**src/rtl/muldiv_unit.sv**
```systemverilog
// Iterative multiply/divide unit: 32-step shift-add multiply or restoring divide on
// operand magnitudes, with sign correction applied once at the end into HI/LO.
//
//   state  | meaning
//   -------+----------------------------------------------------------
//   S_IDLE | waiting for start; HI/LO hold the last result
//   S_CALC | one multiply or divide iteration per cycle, WIDTH cycles
//   S_FIX  | negate signed results and write HI/LO, pulse done
module muldiv_unit #(
    parameter int WIDTH = 32
) (
    input  logic             clk,
    input  logic             reset_n,
    input  logic             start,
    input  logic [1:0]       op,
    input  logic [WIDTH-1:0] operand_a,
    input  logic [WIDTH-1:0] operand_b,
    output logic             busy,
    output logic             done,
    output logic [WIDTH-1:0] hi,
    output logic [WIDTH-1:0] lo
);
    localparam int CW = $clog2(WIDTH);

    typedef enum logic [1:0] {S_IDLE, S_CALC, S_FIX} state_t;

    state_t             state_q, state_d;
    logic               is_div_q, is_div_d;
    logic               sign_lo_q, sign_lo_d;
    logic               sign_hi_q, sign_hi_d;
    logic [WIDTH-1:0]   a_q, a_d;
    logic [WIDTH-1:0]   b_q, b_d;
    logic [2*WIDTH-1:0] acc_q, acc_d;
    logic [CW-1:0]      cnt_q, cnt_d;
    logic [WIDTH-1:0]   hi_q, hi_d;
    logic [WIDTH-1:0]   lo_q, lo_d;
    logic               done_q, done_d;

    logic               is_signed, div_zero, a_neg, b_neg;
    logic [WIDTH-1:0]   a_mag, b_mag;
    logic [WIDTH:0]     mul_sum, rem_sh, div_diff;
    logic [2*WIDTH-1:0] prod_fix;
    logic [WIDTH-1:0]   quo_fix, rem_fix;

    assign is_signed = ~op[0];
    assign a_neg     = is_signed & operand_a[WIDTH-1];
    assign b_neg     = is_signed & operand_b[WIDTH-1];
    assign a_mag     = a_neg ? -operand_a : operand_a;
    assign b_mag     = b_neg ? -operand_b : operand_b;
    assign div_zero  = op[1] & (operand_b == '0);

    assign mul_sum  = {1'b0, acc_q[2*WIDTH-1:WIDTH]} + (b_q[0] ? {1'b0, a_q} : '0);
    assign rem_sh   = {acc_q[2*WIDTH-1:WIDTH], a_q[WIDTH-1]};
    assign div_diff = rem_sh - {1'b0, b_q};

    assign prod_fix = sign_lo_q ? -acc_q : acc_q;
    assign quo_fix  = sign_lo_q ? -acc_q[WIDTH-1:0] : acc_q[WIDTH-1:0];
    assign rem_fix  = sign_hi_q ? -acc_q[2*WIDTH-1:WIDTH] : acc_q[2*WIDTH-1:WIDTH];

    always_comb begin
        state_d   = state_q;
        is_div_d  = is_div_q;
        sign_lo_d = sign_lo_q;
        sign_hi_d = sign_hi_q;
        a_d       = a_q;
        b_d       = b_q;
        acc_d     = acc_q;
        cnt_d     = cnt_q;
        hi_d      = hi_q;
        lo_d      = lo_q;
        done_d    = 1'b0;
        case (state_q)
            S_IDLE: begin
                if (start) begin
                    state_d  = S_CALC;
                    is_div_d = op[1];
                    acc_d    = '0;
                    cnt_d    = '0;
                    if (div_zero) begin
                        // Raw dividend and zero divisor leave quotient all-ones and remainder = dividend.
                        a_d       = operand_a;
                        b_d       = '0;
                        sign_lo_d = 1'b0;
                        sign_hi_d = 1'b0;
                    end else begin
                        a_d       = a_mag;
                        b_d       = b_mag;
                        sign_lo_d = a_neg ^ b_neg;
                        sign_hi_d = op[1] ? a_neg : (a_neg ^ b_neg);
                    end
                end
            end
            S_CALC: begin
                if (!is_div_q) begin
                    acc_d = {mul_sum, acc_q[WIDTH-1:1]};
                    b_d   = b_q >> 1;
                end else begin
                    a_d = a_q << 1;
                    if (!div_diff[WIDTH])
                        acc_d = {div_diff[WIDTH-1:0], acc_q[WIDTH-2:0], 1'b1};
                    else
                        acc_d = {rem_sh[WIDTH-1:0], acc_q[WIDTH-2:0], 1'b0};
                end
                cnt_d = cnt_q + CW'(1);
                if (cnt_q == CW'(WIDTH - 1))
                    state_d = S_FIX;
            end
            S_FIX: begin
                if (!is_div_q) begin
                    hi_d = prod_fix[2*WIDTH-1:WIDTH];
                    lo_d = prod_fix[WIDTH-1:0];
                end else begin
                    hi_d = rem_fix;
                    lo_d = quo_fix;
                end
                done_d  = 1'b1;
                state_d = S_IDLE;
            end
            default: state_d = S_IDLE;
        endcase
    end

    always_ff @(posedge clk or negedge reset_n) begin
        if (!reset_n) begin
            state_q   <= S_IDLE;
            is_div_q  <= 1'b0;
            sign_lo_q <= 1'b0;
            sign_hi_q <= 1'b0;
            a_q       <= '0;
            b_q       <= '0;
            acc_q     <= '0;
            cnt_q     <= '0;
            hi_q      <= '0;
            lo_q      <= '0;
            done_q    <= 1'b0;
        end else begin
            state_q   <= state_d;
            is_div_q  <= is_div_d;
            sign_lo_q <= sign_lo_d;
            sign_hi_q <= sign_hi_d;
            a_q       <= a_d;
            b_q       <= b_d;
            acc_q     <= acc_d;
            cnt_q     <= cnt_d;
            hi_q      <= hi_d;
            lo_q      <= lo_d;
            done_q    <= done_d;
        end
    end

    assign busy = (state_q != S_IDLE);
    assign done = done_q;
    assign hi   = hi_q;
    assign lo   = lo_q;
endmodule

```
**config.mk**
```make
export PLATFORM = sky130hd
export DESIGN_NAME = muldiv_unit
export DESIGN_NICKNAME = d
export VERILOG_FILES = /design/src/rtl/muldiv_unit.sv
export SDC_FILE = /design/constraint.sdc
export NUM_CORES = 1
export LEC_CHECK = 0
export BUFFER_PORTS_ARGS = -buffer_cell sky130_fd_sc_hd__buf_2
export CAP_MARGIN = 20
export CORE_ASPECT_RATIO = 1.1
export CORE_MARGIN = 2
export CORE_UTILIZATION = 30
export CTS_BUF_LIST = sky130_fd_sc_hd__clkbuf_2 sky130_fd_sc_hd__clkbuf_4 sky130_fd_sc_hd__clkbuf_8
export CTS_CLUSTER_DIAMETER = 100
export CTS_CLUSTER_SIZE = 20
export DETAILED_ROUTE_END_ITERATION = 8
export SKIP_CTS_REPAIR_TIMING = 1
export SYNTH_ARGS = -nofsm -noshare
export SYNTH_HDL_FRONTEND = slang
export SYNTH_SLANG_ARGS = --single-unit
```
**constraint.sdc**
```tcl
create_clock -name clk -period 3.2 [get_ports clk]
set_input_delay 0.16 -clock clk [delete_from_list [all_inputs] [get_ports clk]]
set_output_delay 0.16 -clock clk [all_outputs]
set_load 0.1 [all_outputs]
```
==> metrics.txt <==
status=complete, but fails checks; failing checks=negative hold slack, negative setup slack; largest net degree at the start of global routing=102; Final #Nets=2342; Placement Cell Area=0.01818 sq mm; FFs w/ async S/R, synth=1.000; Inserted Clock Buffers=14; worst skew pair latency=0.56 ns; antenna viol nets, final=0; Max-Cap Viols=0; clock-pin slew on the worst setup and hold paths=0.13 ns; synthesized area per cell=8.004 sq um; # port buffers=134; flop-to-flop setup slack=-0.19 ns; Most used DFF post-synth=dfrtp_1; ANT cells=0; Syn. warnings=0; Cells after Synth=1918; crit path capture type=register; worst r2r dst=acc_q[58]$_DFFE_PN0P_; CTS tree=done; Hold Vio Cnt, Final=7; skew final=0.02665 ns; effective utilization at floorplan=0.3049; Finished Cell Area=0.01922 sq mm; worst slew pin tran=0.9929 ns; Post-synth EDFFs=0; via count=15230; number of cell rows=86; worst reg-to-reg path cell count=16; mapped cell area=0.01535 sq mm; routed vias/inst=5.319; kind of critical path=reg2reg; register area share after synthesis=0.3309; Worst slew margin=0.3367; RSZ-0062 raised after global routing=true; final wirelength=54.54 mm; core area=0.05036 sq mm; Die Area=0.05300 sq mm; r2r startpoint=b_q[0]$_DFFE_PN0P_; type of origin of the critical path=register; Distinct cells, synth=82; Seq cells post-synth=203; GRT Total Usage=0.2002; initial antenna violation count=0; die height=241.3 um; overall die width=219.7 um; drt wl/cell=19.04 um; grt ovf=0; max-slew violation count=0; hold path cells=4; Sink Count=203; worst slack at placement=-0.2748 ns; Post-DP HPWL=42.44 mm; Syn Nets=2060; # DRC=0; CP required=3.67 ns; CTS max path bufs=3; critical hold path startpoint=operand_a[20]; layout cells sized above 1=0.2282; # IOs=135; Setup-failing EPs final=30; worst hold path type=in2reg; crit path max fanout=5; vias in the first global route=14500; WHS=-0.03190 ns; CTS root buffer=clkbuf_8; Tcrit/Tclk final=1.058; setup ws final=-0.1864 ns; Arr. time, crit path=3.86 ns; first-pass GRT wire length=83.39 mm; final worst path period need=3.386 ns; router iterations before antenna repair=6; fmax=295.3 MHz; Area Overhead vs Synth=25.20%; number of instances in the placed design=2819; Detailed Route Iter0 Violations=1130; Final Wtd Congestion=0.9402; final std cells w/o fill=2864; Hold Path End=a_q[20]$_DFFE_PN0P_; CTS H-tree lvls=1
metal layers:
| metal | global-route usage | part of all wire | vias up |
|---|---|---|---|
| met4 | 0.05878 | 0.032 | 0 |
| met1 | 0.2727 | 0.45 | 7265 |
| met2 | 0.3320 | 0.46 | 471 |
| li1 | - | - | 7405 |
| met3 | 0.02536 | 0.056 | 92 |
| met5 | 0 | 0 | - |
synth_stat cells, drive strengths merged, types with 29 or more instances:
library cell / n / area (sq um)
o21ai: 271 / 1360
nand2: 231 / 867.1
dfrtp: 203 / 5080
a21oi: 166 / 838.3
nor2: 135 / 509.2
clkbuf: 95 / 357.8
xor2: 94 / 823.3
xnor2: 77 / 681.9
ha: 71 / 888.4
nand3: 68 / 357.8
inv: 59 / 221.5
and2: 38 / 237.7
mux2i: 35 / 350.3
nor3: 34 / 181.4
a21o: 33 / 247.7
o31ai: 29 / 231.5
kinds of logic after synthesis:
group,after synthesis,share of synthesized area
AO/OA/AOI/OAI,640,0.2510
adder cells (fa/ha/maj),73,0.06047
buffers and inverters,177,0.04458
flip-flops,203,0.3309
AND/OR/NAND/NOR,618,0.1914
XOR/XNOR,171,0.09804
multiplexers,36,0.02355
worst max-delay path: stages, from the launching register on:
cell       delay [ns]
dfrtp_2          0.46
buf_6            0.15
ha_4             0.17
fa_2             0.37
nor2b_2          0.14
o31a_1           0.19
o2111ai_2        0.13
o211a_1          0.15
o31a_1           0.34
o31ai_4          0.23
buf_6            0.15
xnor2_4          0.14
buf_12           0.16
buf_6            0.10
inv_4            0.03
mux2i_1          0.12
a221oi_2         0.28
flip-flops by register name, summed over array words and instances, names as in the netlist:
name and count:
hi 32, acc_q 64, a_q 32, b_q 32, cnt_q 5, sign_lo_q 1, done 1, sign_hi_q 1
state_q 2, is_div_q 1, lo 32
per-stage QoR:
step | util | setup TNS, ns
after global placement | 0.3611 | -4.224
after floorplan | - | 0
final | 0.3817 | -3.575
after detailed placement | 0.3611 | -6.350
after CTS | 0.3665 | -6.866
after global routing | 0.3817 | -6.771
layout make-up:
| type | instances | area [sq um] |
|---|---|---|
| Tap cell | 660 | 825.8 |
| Multi-Input combinational cell | 1539 | 10080 |
| Inverter | 59 | 224.0 |
| Sequential cell | 203 | 5084 |
| Clock buffer | 17 | 227.7 |
| Clock inverter | 3 | 43.79 |
| Timing Repair Buffer | 383 | 2731 |
| Fill cell | 5251 | 31140 |
worst max-delay path by stage:
stage	start	to	slack, ns	cells past startpoint
after global placement	b_q[13]$_DFFE_PN0P_	acc_q[55]$_DFFE_PN0P_	-0.27	13
after global routing	b_q[0]$_DFFE_PN0P_	acc_q[58]$_DFFE_PN0P_	-0.30	16
after detailed placement	b_q[0]$_DFFE_PN0P_	acc_q[45]$_DFFE_PN0P_	-0.27	13
final	b_q[0]$_DFFE_PN0P_	acc_q[58]$_DFFE_PN0P_	-0.19	16
after CTS	b_q[12]$_DFFE_PN0P_	acc_q[55]$_DFFE_PN0P_	-0.32	13
after floorplan	b_q[0]$_DFFE_PN0P_	acc_q[58]$_DFFE_PN0P_	0.03	13
placed cells by master (no fill, tap or decap), types with 16 or more instances in the layout:
master / netlist / routed
a21oi_1: 164 / 147
or3_1: 24 / 24
nand2_1: 231 / 229
dfrtp_1: 203 / 200
buf_2: 9 / 133
a21oi_2: 2 / 16
xor2_1: 94 / 93
buf_4: 0 / 220
ha_1: 71 / 66
nor2_1: 134 / 126
a21o_1: 33 / 33
nor3_1: 33 / 32
o21ai_1: 17 / 31
o21ai_0: 253 / 232
and2_1: 38 / 37
inv_1: 58 / 55
xnor2_1: 76 / 73
mux2i_1: 35 / 35
o41ai_1: 18 / 18
clkbuf_8: 0 / 17
a22oi_1: 16 / 16
nand3_1: 66 / 64
o31ai_1: 28 / 23
Power is left out: the tool's default activity adds up to more than one toggle a clock period on the data nets, which glitch-free logic cannot reach.
